--- src/rtl/vga_timing_gen.sv ---
// vga_timing_gen: VGA/SVGA raster timing generator.
// Free-running horizontal/vertical counters advanced by a pixel-rate enable,
// decoded into coordinates, data enable, polarity-applied syncs and
// line/frame start strobes.
// Optional macro VGA_TIMING_OUTREG_EN: adds one output register stage on all
// outputs, updated every clk. Without it the outputs are zero-latency decodes.
module vga_timing_gen #(
    parameter int   H_ACTIVE  = 800,
    parameter int   H_FP      = 40,
    parameter int   H_SYNC    = 128,
    parameter int   H_BP      = 88,
    parameter int   V_ACTIVE  = 600,
    parameter int   V_FP      = 1,
    parameter int   V_SYNC    = 4,
    parameter int   V_BP      = 23,
    parameter logic HSYNC_POL = 1'b1,
    parameter logic VSYNC_POL = 1'b1,
    parameter int   CNT_W     = 11
) (
    input  logic             clk,
    input  logic             rst,
    input  logic             pix_en,
    output logic [CNT_W-1:0] x,
    output logic [CNT_W-1:0] y,
    output logic             de,
    output logic             hsync,
    output logic             vsync,
    output logic             line_start,
    output logic             frame_start
);

    localparam int H_TOTAL = H_ACTIVE + H_FP + H_SYNC + H_BP;
    localparam int V_TOTAL = V_ACTIVE + V_FP + V_SYNC + V_BP;

    // All decode thresholds are held as CNT_W-bit constants so every compare
    // is an unsigned CNT_W-bit compare against the counters.
    localparam logic [CNT_W-1:0] ZERO_C       = {CNT_W{1'b0}};
    localparam logic [CNT_W-1:0] ONE_C        = CNT_W'(1);
    localparam logic [CNT_W-1:0] H_LAST_C     = CNT_W'(H_TOTAL - 1);
    localparam logic [CNT_W-1:0] V_LAST_C     = CNT_W'(V_TOTAL - 1);
    localparam logic [CNT_W-1:0] H_ACTIVE_C   = CNT_W'(H_ACTIVE);
    localparam logic [CNT_W-1:0] V_ACTIVE_C   = CNT_W'(V_ACTIVE);
    localparam logic [CNT_W-1:0] H_SYNC_BEG_C = CNT_W'(H_ACTIVE + H_FP);
    localparam logic [CNT_W-1:0] H_SYNC_END_C = CNT_W'(H_ACTIVE + H_FP + H_SYNC);
    localparam logic [CNT_W-1:0] V_SYNC_BEG_C = CNT_W'(V_ACTIVE + V_FP);
    localparam logic [CNT_W-1:0] V_SYNC_END_C = CNT_W'(V_ACTIVE + V_FP + V_SYNC);

    // Elaboration-time legality of the timing parameters.
    if (H_TOTAL > (2 ** CNT_W)) begin : g_h_total_chk
        $error("vga_timing_gen: H_TOTAL does not fit in CNT_W bits");
    end
    if (V_TOTAL > (2 ** CNT_W)) begin : g_v_total_chk
        $error("vga_timing_gen: V_TOTAL does not fit in CNT_W bits");
    end
    if ((H_ACTIVE < 1) || (H_FP < 1) || (H_SYNC < 1) || (H_BP < 1)) begin : g_h_param_chk
        $error("vga_timing_gen: every horizontal timing parameter must be >= 1");
    end
    if ((V_ACTIVE < 1) || (V_FP < 1) || (V_SYNC < 1) || (V_BP < 1)) begin : g_v_param_chk
        $error("vga_timing_gen: every vertical timing parameter must be >= 1");
    end

    logic [CNT_W-1:0] h_cnt_r;
    logic [CNT_W-1:0] v_cnt_r;
    logic             de_s;
    logic             hsync_s;
    logic             vsync_s;
    logic             line_start_s;
    logic             frame_start_s;

    // Raster counters: h wraps at end of line, v steps on that same edge.
    always_ff @(posedge clk or posedge rst) begin
        if (rst) begin
            h_cnt_r <= ZERO_C;
            v_cnt_r <= ZERO_C;
        end else if (pix_en) begin
            if (h_cnt_r == H_LAST_C) begin
                h_cnt_r <= ZERO_C;
                if (v_cnt_r == V_LAST_C) begin
                    v_cnt_r <= ZERO_C;
                end else begin
                    v_cnt_r <= v_cnt_r + ONE_C;
                end
            end else begin
                h_cnt_r <= h_cnt_r + ONE_C;
            end
        end
    end

    // Decode visible region, sync pulses and start strobes from the counters.
    always_comb begin
        de_s          = 1'b0;
        hsync_s       = ~HSYNC_POL;
        vsync_s       = ~VSYNC_POL;
        line_start_s  = 1'b0;
        frame_start_s = 1'b0;

        if ((h_cnt_r < H_ACTIVE_C) && (v_cnt_r < V_ACTIVE_C)) begin
            de_s = 1'b1;
        end else begin
            de_s = 1'b0;
        end

        if ((h_cnt_r >= H_SYNC_BEG_C) && (h_cnt_r < H_SYNC_END_C)) begin
            hsync_s = HSYNC_POL;
        end else begin
            hsync_s = ~HSYNC_POL;
        end

        if ((v_cnt_r >= V_SYNC_BEG_C) && (v_cnt_r < V_SYNC_END_C)) begin
            vsync_s = VSYNC_POL;
        end else begin
            vsync_s = ~VSYNC_POL;
        end

        // Strobes are suppressed while reset is held so the first enabled
        // cycle after release is the one that marks the new frame.
        if (pix_en && !rst && (h_cnt_r == ZERO_C)) begin
            line_start_s  = 1'b1;
            frame_start_s = (v_cnt_r == ZERO_C);
        end else begin
            line_start_s  = 1'b0;
            frame_start_s = 1'b0;
        end
    end

`ifdef VGA_TIMING_OUTREG_EN
    logic [CNT_W-1:0] x_r;
    logic [CNT_W-1:0] y_r;
    logic             de_r;
    logic             hsync_r;
    logic             vsync_r;
    logic             line_start_r;
    logic             frame_start_r;

    // Output stage: one-clk delayed copy of the decode, refreshed every clk.
    always_ff @(posedge clk or posedge rst) begin
        if (rst) begin
            x_r           <= ZERO_C;
            y_r           <= ZERO_C;
            de_r          <= 1'b0;
            hsync_r       <= ~HSYNC_POL;
            vsync_r       <= ~VSYNC_POL;
            line_start_r  <= 1'b0;
            frame_start_r <= 1'b0;
        end else begin
            x_r           <= h_cnt_r;
            y_r           <= v_cnt_r;
            de_r          <= de_s;
            hsync_r       <= hsync_s;
            vsync_r       <= vsync_s;
            line_start_r  <= line_start_s;
            frame_start_r <= frame_start_s;
        end
    end

    assign x           = x_r;
    assign y           = y_r;
    assign de          = de_r;
    assign hsync       = hsync_r;
    assign vsync       = vsync_r;
    assign line_start  = line_start_r;
    assign frame_start = frame_start_r;
`else
    assign x           = h_cnt_r;
    assign y           = v_cnt_r;
    assign de          = de_s;
    assign hsync       = hsync_s;
    assign vsync       = vsync_s;
    assign line_start  = line_start_s;
    assign frame_start = frame_start_s;
`endif

endmodule

--- config.mk ---
export PLATFORM = sky130hd
export DESIGN_NAME = vga_timing_gen
export DESIGN_NICKNAME = d
export VERILOG_FILES = /design/src/rtl/vga_timing_gen.sv
export SDC_FILE = /design/constraint.sdc
export NUM_CORES = 1
export LEC_CHECK = 0
export BUFFER_PORTS_ARGS = -buffer_cell sky130_fd_sc_hd__buf_2
export CAP_MARGIN = 20
export CORE_AREA = 4 4 55 57
export CTS_CLUSTER_DIAMETER = 40
export DETAILED_ROUTE_END_ITERATION = 7
export DIE_AREA = 0 0 59 61
export PLACE_DENSITY = 0.76
export SYNTH_ARGS = -nofsm -noshare
export SYNTH_HDL_FRONTEND = slang
export SYNTH_SLANG_ARGS = --single-unit
--- constraint.sdc ---
create_clock -name clk -period 3.1 [get_ports clk]
set_clock_uncertainty 0.05 [all_clocks]
set_input_delay 0.155 -clock clk [delete_from_list [all_inputs] [get_ports clk]]
set_output_delay 0.155 -clock clk [all_outputs]
set_load 0.005 [all_outputs]
# Word-level counts from Yosys, hierarchy flattened

Index checks and enable logic that the tools add are counted.

Flip-flop bits (word level): 22
Input bits: 3
Logic and storage cells: 28

Add/sub/neg operators: 2
$lt $le $gt $ge: 6
Eq/ne operators: 2
Mux-type cells: 7
Reduce and logical (&&, ||, !) cells: 9

Operators with widths:

| cell                                                          | count |
|---|---|
| less-than comparator 11 x 10 -> 1 bit (second input constant) | 4 |
| adder 11 x 1 -> 11 bit (second input constant)                | 2 |
| >= comparator 11 x 10 -> 1 bit (second input constant)        | 2 |
| zero test 11 bit                                              | 2 |
| 2-to-1 mux 11 bit                                             | 2 |
| == test 11 x 10 -> 1 bit (second input constant)              | 1 |
| == test 11 bit (second input constant)                        | 1 |
| logical AND 1 bit                                             | 5 |
| 2-to-1 mux 1 bit                                              | 5 |
| AND reduction 2 bit                                           | 1 |
| zero test 1 bit                                               | 1 |

# Longest topological paths before layout

Gate-level depths: netlist of run 1.

Depth after elaboration: 4
Gate-level depth with buffers: 6
Gate-level depth less buffers: 5

# Least setup slack after synthesis of run 1

OpenSTA, ideal clock, no wires.

Kind: register -> register
Start point: register h_cnt_r[7] (netlist: x[7])
End point: register v_cnt_r[9] (netlist: y[9])
Library setup time: 0.104 ns
Arrival: 2.096 ns
Data required time: 2.946 ns
Setup slack: 0.850 ns
Stages on the path, launching flop included: 6
Path buffers: 1
Path through: dfrtp_1 or4_4 or4_1 buf_2 or4_1 o311ai_1

Word-level cells in the longest chain between the ends: 2

RTL lines:

| item                          | line | RTL |
|---|---|---|
| start, declared               | 62   | `logic [CNT_W-1:0] h_cnt_r;` |
| start signal, assigned        | 84   | `h_cnt_r <= h_cnt_r + ONE_C;` |
| == test 11 bit                | 76   | `if (h_cnt_r == H_LAST_C) begin` |
| AND reduction 2 bit (no line) | n/a  |  |
| end signal, assigned          | 81   | `v_cnt_r <= v_cnt_r + ONE_C;` |
| end, declared                 | 63   | `logic [CNT_W-1:0] v_cnt_r;` |

Every way passes these cells.
A chain may end at the register's enable or synchronous reset.

# Worst setup path in the final report of run 1

Start point: register h_cnt_r[7] (netlist: x[7])
End point: output frame_start

Word-level cells in the longest chain between the ends: 3

RTL lines:

| item              | line | RTL |
|---|---|---|
| zero test 11 bit  | 117  | `if (pix_en && !rst && (h_cnt_r == ZERO_C)) begin` |
| logical AND 1 bit | 117  |  |
| 2-to-1 mux 1 bit  | 117  |  |
| end, declared     | 29   | `output logic frame_start` |

Every way passes these cells.

==> flow_summary.yaml, run 1 <==
yosys:
  synth_common_cells: "22 x dfrtp_1, 11 x inv_1, 10 x nor2_1, 9 x nand2_1, 9 x o21ai_0"
  syn_area_per_cell_sq_um: 9.126
  yosys-top-cells-area: "dfrtp_1 42%, ha_1 4.8%, o21ai_0 3.5%, xor2_1 3.4%, inv_1 3.2%"
  netlist-cell-type-count: 38
  syn_nets: 151
  syn_area_sq_um: 1305
  ys_ff_latch: 22
  yosysSeqAreaShare_pct: 42.19
  netlist.area_leader.share_pct: 42.19
  synth_top_area_cell: "dfrtp_1"
  syn_inst: 143
  synth-main-ff-cell: "dfrtp_1"
  synthArstFlopShare_pct: 100.0
  ys.warnings.count: 0
  synth.most_common_cell: "dfrtp_1"
  synth_edf_count: 0
floorplanning:
  pin_count: 30
  die_w_um: 59
  rows: 18
  coreArea_sq_um: 2477
  initial_core_util_pct: 52.68
  dieArea_sq_um: 3599
  die_h_um: 61
final_layout:
  final_nets: 183
  n_antenna_cell: 0
  syn_to_final_growth_pct: 17.16
  layout-drive-gt1-share_pct: 24.14
critical_path:
  crit_arrival_ns: 2.25
  path_class: "flop to output port"
  startpoint: "x[7]"
  r2r-end: "y[9]"
  r2r_start: "x[7]"
  required_ns: 2.89
  rr_worst_depth: 4
  startpoint_type: "flop"
  crit_end: "frame_start"
  cp_max_fo: 7
  endpoint_kind: "output port"
  reg2reg_slack_ns: 0.72
placed_design:
  place.port_buffers: 29
  hpwl_um: 2427
  gp_congestion: 0.8312
clock_network:
  cts_setup_buffers: 0
  clk_pin_slew_ns: 0.12
  clock_path_buffers: 2
  htree_num_levels: 1
  cts_buffers: 3
  cts_tree: "built"
  worstSkewPairLatency_ns: 0.31
  cts_sinks: 22
  root_buffer: "clkbuf_4"
  cts.repair.resized: 0
route:
  drtPass1Iterations: 4
  ant_nets: 0
  drt-vias-per-instance: 6.103
  drc: 0
  wire_per_inst_um: 15.75
  vias: 1245
  wl_um: 3214
  drt-initial-drc-count: 46
timing:
  fmax_mhz: 407.2
  tns_ns: 0
  relSlewSlack_pct: 56.07
  setup_viol: 0
  fin_crit_sh_pct: 79.21
  hold_slack_ns: 0.07484
  period_needed_ns: 2.456
  drv_slew: 0
  grt_setup_unrepaired: "false"
  tightest_slew_ns: 0.6498
  hold_violations: 0
global_routing:
  grt_pass1_wl_um: 5409
  grt_max_degree: 24
  grt_overflow_total: 0
  grt_pass1_vias: 1182
  antenna_found_initial: 0
  grt_usage_pct: 20.18
power_and_ir_drop:
  comb_power_share_pct: 22.4
  vdd_drop_max_mv: 0.3828
  powerDensity_nw_per_um2: 458.4
  intPower_w: 0.0004708
  sequentialPowerShare_pct: 54.3
  leakagePower_nw: 0.7533
  clock_power_share_pct: 23.2
  power.switching_w: 0.0002300
  switching_share_pct: 32.82
flow_run:
  cap_violations: 0
outcome:
  status: "completed"
worst_hold_path:
  worstHoldPathCells: 2
  hold_class: "primary input to flop"
==> worst max-delay path, stage by stage (launching register included) <==
cell     delay (ns)
dfrtp_1        0.48
or4_4          0.56
nor4_1         0.51
and4_1         0.27
buf_2          0.11
==> kinds of logic after synthesis <==
group	Yosys count	share of synthesized area (%)
xor+xnor	9	6.040
mux	1	0.7670
compound gates	26	13.71
simple gates	64	27.81
fa+ha+maj	5	4.794
buf+inv	16	4.697
flops	22	42.19
==> power by group through the flow <==
stage,Combinational [W],Sequential (W),Clock (W)
floorplan,0.0000950,0.000380,0
global placement,0.000155,0.000384,0
detailed placement,0.000158,0.000386,0
CTS,0.000160,0.000380,0.000166
global route,0.000176,0.000393,0.000180
finish,0.000157,0.000381,0.000163
==> routing by layer <==
metal	share of wire, %	track usage, %	wire (um)	up-vias
met5	0	0	0	-
met4	2.6	9.709	82	0
met3	6.0	3.191	194	8
met2	47	31.55	1503	49
met1	45	27.39	1434	589
li1	-	-	-	599
==> placed cells by master, fill, tap and decap left out, types with 2 or more instances in the layout <==
cell type  instances
xnor2_1            4
o21ai_0            9
nor3_1             7
o31ai_1            2
nand3_1            6
buf_4              2
a31oi_1            2
nor4_1             6
and4_1             2
clkbuf_4           3
nor2_1            10
nand4_1            5
a22o_1             4
inv_1             11
xor2_1             5
or4_1              4
and3_1             4
buf_2             29
nor4b_1            2
a21oi_1            2
or3_1              2
nand2_1            9
dfrtp_1           22
ha_1               5
==> worst min path at each step <==
stage,start,to,slack [ns]
6_report,pix_en,x[0],0.07
5_1_grt,pix_en,x[1],0.07
4_1_cts,pix_en,x[0],0.07
3_5_place_dp,rst,y[10],0.17
3_3_place_gp,rst,y[10],0.16
2_1_floorplan,rst,x[0],0.10
==> stage by stage <==
step | setup WS (ns) | total power [W] | area [sq um] | instances | util (%)
after floorplan | 0.8497 | 0.0004747 | 1305 | 143 | -
after global placement | 0.7894 | 0.0005395 | 1483 | 199 | 59.85
after detailed placement | 0.7240 | 0.0005439 | 1483 | 199 | 59.85
after CTS | 0.6857 | 0.0007064 | 1529 | 204 | 61.72
after global routing | 0.5720 | 0.0007484 | 1529 | 204 | 61.72
final | 0.6445 | 0.0007009 | 1529 | 204 | 61.72
==> timing repair <==
item / CTS / global route
setup endpoints to repair: 0 / 0
endpoints found under the hold margin: 22 / 0
hold buffers: 1 / 0
==> registers in the layout, summed over array words and instances (netlist names) <==
signal / cells
y: 11
x: 11
==> cell type report <==
class	instances	area, sq um
multi-input cells	105	693.2
flip-flops and latches	22	550.5
well taps	30	37.54
repair buffers	32	170.2
fillers	239	948.4
inverters	11	41.29
clock buffers	4	36.28
No activity file was read; power rests on OpenSTA's default activity.
==> inputs of run 2 (changes only) <==
ABC_AREA = 1   (was not set)
CORE_AREA = 4 4 60 62   (was 4 4 55 57)
DIE_AREA = 0 0 64 66   (was 0 0 59 61)
PLACE_DENSITY = 0.74   (was 0.76)
clock period = 2.3 ns   (was 3.1 ns; I/O delays follow)
==> flow_summary.yaml, run 2 <==
outcome:
  status: "completed"
final_layout:
  n_antenna_cell: 0
  fillCellCount: 327
  layout-drive-gt1-share_pct: 19.38
  mostFrequentLayoutCell: "nand2_1"
  final_nets: 267
  final_cell_mix: "75 x nand2_1, 33 x inv_1, 29 x buf_2"
  final_cell_area_sq_um: 1779
  syn_to_final_growth_pct: 13.49
floorplanning:
  initial_core_util_pct: 51.78
  dieArea_sq_um: 4224
  rows: 20
  die_h_um: 66
  pin_count: 30
  die_w_um: 64
  coreArea_sq_um: 3028
power_and_ir_drop:
  powerDensity_nw_per_um2: 643.7
  vdd_drop_max_mv: 0.4922
  leakagePower_nw: 1.007
yosys:
  yosysSeqAreaShare_pct: 35.12
  synth_compound_area_share_pct: 4.789
  syn_area_per_cell_sq_um: 6.876
  ys.warnings.count: 0
  yosys-top-cells-area: "dfrtp_1 35%, nand2_1 18%, inv_1 7.9%, nand3_1 5.1%, nor2_1 4.8%"
  synth.most_common_cell: "nand2_1"
  synth.mux.area_fraction_pct: 0
  syn_area_sq_um: 1568
  synth_edf_count: 0
  netlist.area_leader.share_pct: 35.12
  synth_top_family_by_area: "simple AND/OR/NAND/NOR gates"
  ys_ff_latch: 22
  syn_inst: 228
  synth-adder-area-share_pct: 3.990
  synthXorXnorAreaFrac_pct: 5.028
  synth-simple-area-share_pct: 40.22
  synth-main-ff-cell: "dfrtp_1"
  synth_common_cells: "75 x nand2_1, 33 x inv_1, 22 x dfrtp_1, 20 x nor2_1, 16 x nand3_1"
  netlist-cell-type-count: 26
  synthArstFlopShare_pct: 100.0
  synth_top_area_cell: "dfrtp_1"
  syn_nets: 236
global_routing:
  grt_pass1_wl_um: 6348
  grt_max_degree: 23
  grt_overflow_total: 0
  grt_usage_pct: 19.37
  antenna_found_initial: 0
  grt_pass1_vias: 1333
clock_network:
  cts.repair.resized: 0
  worstSkewPairLatency_ns: 0.32
  clk_pin_slew_ns: 0.14
  cts_setup_buffers: 0
  cts_sinks: 22
  root_buffer: "clkbuf_4"
  clock_path_buffers: 2
  htree_num_levels: 1
  cts_tree: "built"
  cts_buffers: 3
timing:
  relSlewSlack_pct: 77.15
  fmax_mhz: 541.3
  drv_slew: 0
  tightest_slew_ns: 0.3419
  setup_viol: 0
  hold_violations: 0
  period_needed_ns: 1.847
  tns_ns: 0
  grt_setup_unrepaired: "false"
  fin_crit_sh_pct: 80.32
flow_run:
  cap_violations: 0
worst_hold_path:
  min_to: "x[7]"
  hp-start: "pix_en"
  worstHoldPathCells: 3
  hold_class: "primary input to flop"
route:
  drt-vias-per-instance: 5.020
  drc: 0
  drt-initial-drc-count: 96
  drtPass1Iterations: 4
  vias: 1516
  wl_um: 3729
  wire_per_inst_um: 12.35
  ant_nets: 0
critical_path:
  required_ns: 2.13
  crit_arrival_ns: 1.68
  path_class: "flop to output port"
  reg2reg_slack_ns: 0.80
  startpoint_type: "flop"
  r2r-end: "x[3]"
  rr_worst_depth: 6
  cp_max_fo: 7
  r2r_start: "x[0]"
  endpoint_kind: "output port"
placed_design:
  hpwl_um: 2804
  gp_congestion: 0.8839
  place.port_buffers: 29
  place_area_sq_um: 1733
run 2: changes by cell type in the layout (fill, tap and decap cells not counted), moves of 3 or more:
cell	previous run	this run
inv_1	11	33
nor3_1	7	10
nand3_2	0	5
nand2_1	9	75
nor2_2	0	6
nand4_1	5	2
and3_1	4	0
nor4_1	6	1
xor2_1	5	8
a22o_1	4	0
nor2_1	10	20
or4_1	4	0
nand3_1	6	16
xnor2_1	4	1
run 2: cell families (layout without fill, tap and decap cells):
| family | Yosys count | after routing |
|---|---|---|
| fa+ha+maj | 5 | 5 |
| simple gates | 139 | 139 |
| compound gates | 14 | 14 |
| xor+xnor | 9 | 9 |
| flops | 22 | 22 |
| buf+inv | 39 | 69 |
run 2: report_power, final:
group          total [W]  internal (W)  switching (W)
combinational   0.000375      0.000151       0.000224
sequential      0.000545      0.000446      0.0000987
clock           0.000226     0.0000968       0.000129
run 2: area by class of cell:
type	instances	area, sq um	area share [%]
Clock buffer	4	36.28	2.039
Sequential cell	22	550.5	30.94
Inverter	34	127.6	7.173
Timing Repair Buffer	31	162.7	9.142
Multi-Input combinational cell	167	847.1	47.61
Tap cell	44	55.05	3.094
run 2: worst max-delay path: stages (launching register included):
cell and delay, ns:
dfrtp_1 0.48, inv_1 0.12, ha_1 0.18, nand2_1 0.06, nor3_1 0.15, nand3_1 0.14
nor2_1 0.11, buf_2 0.11
run 2: how the worst max path moves through the flow:
stage | start | to | depth (start not counted)
finish | y[0] | frame_start | 7
detailed placement | x[0] | y[3] | 6
global placement | x[1] | y[7] | 6
global route | y[0] | frame_start | 7
floorplan | y[0] | y[9] | 8
CTS | y[0] | frame_start | 7
run 2: metal layers:
| metal | up-vias | GRT usage (%) | wire, um |
|---|---|---|---|
| li1 | 775 | - | - |
| met4 | 0 | 7.278 | 50 |
| met2 | 52 | 29.68 | 1659 |
| met3 | 5 | 3.061 | 254 |
| met1 | 684 | 27.31 | 1764 |
| met5 | - | 0 | 0 |
run 2: repair_timing:
action,CTS,global route
endpoints found under the setup margin,0,0
hold buffers,1,0
endpoints found under the hold margin,22,0
run 2: metrics by stage:
stage	util, %	std cells	hold WS, ns	worst slack (ns)	power [W]
after floorplan	-	228	0.06290	0.9530	0.0007986
after global placement	57.23	297	0.1961	0.8525	0.0009247
after detailed placement	57.23	297	0.1881	0.8031	0.0009269
after CTS	58.76	302	0.09931	0.4480	0.001152
after global routing	58.76	302	0.1345	0.3164	0.001244
final	58.76	302	0.1116	0.4526	0.001145
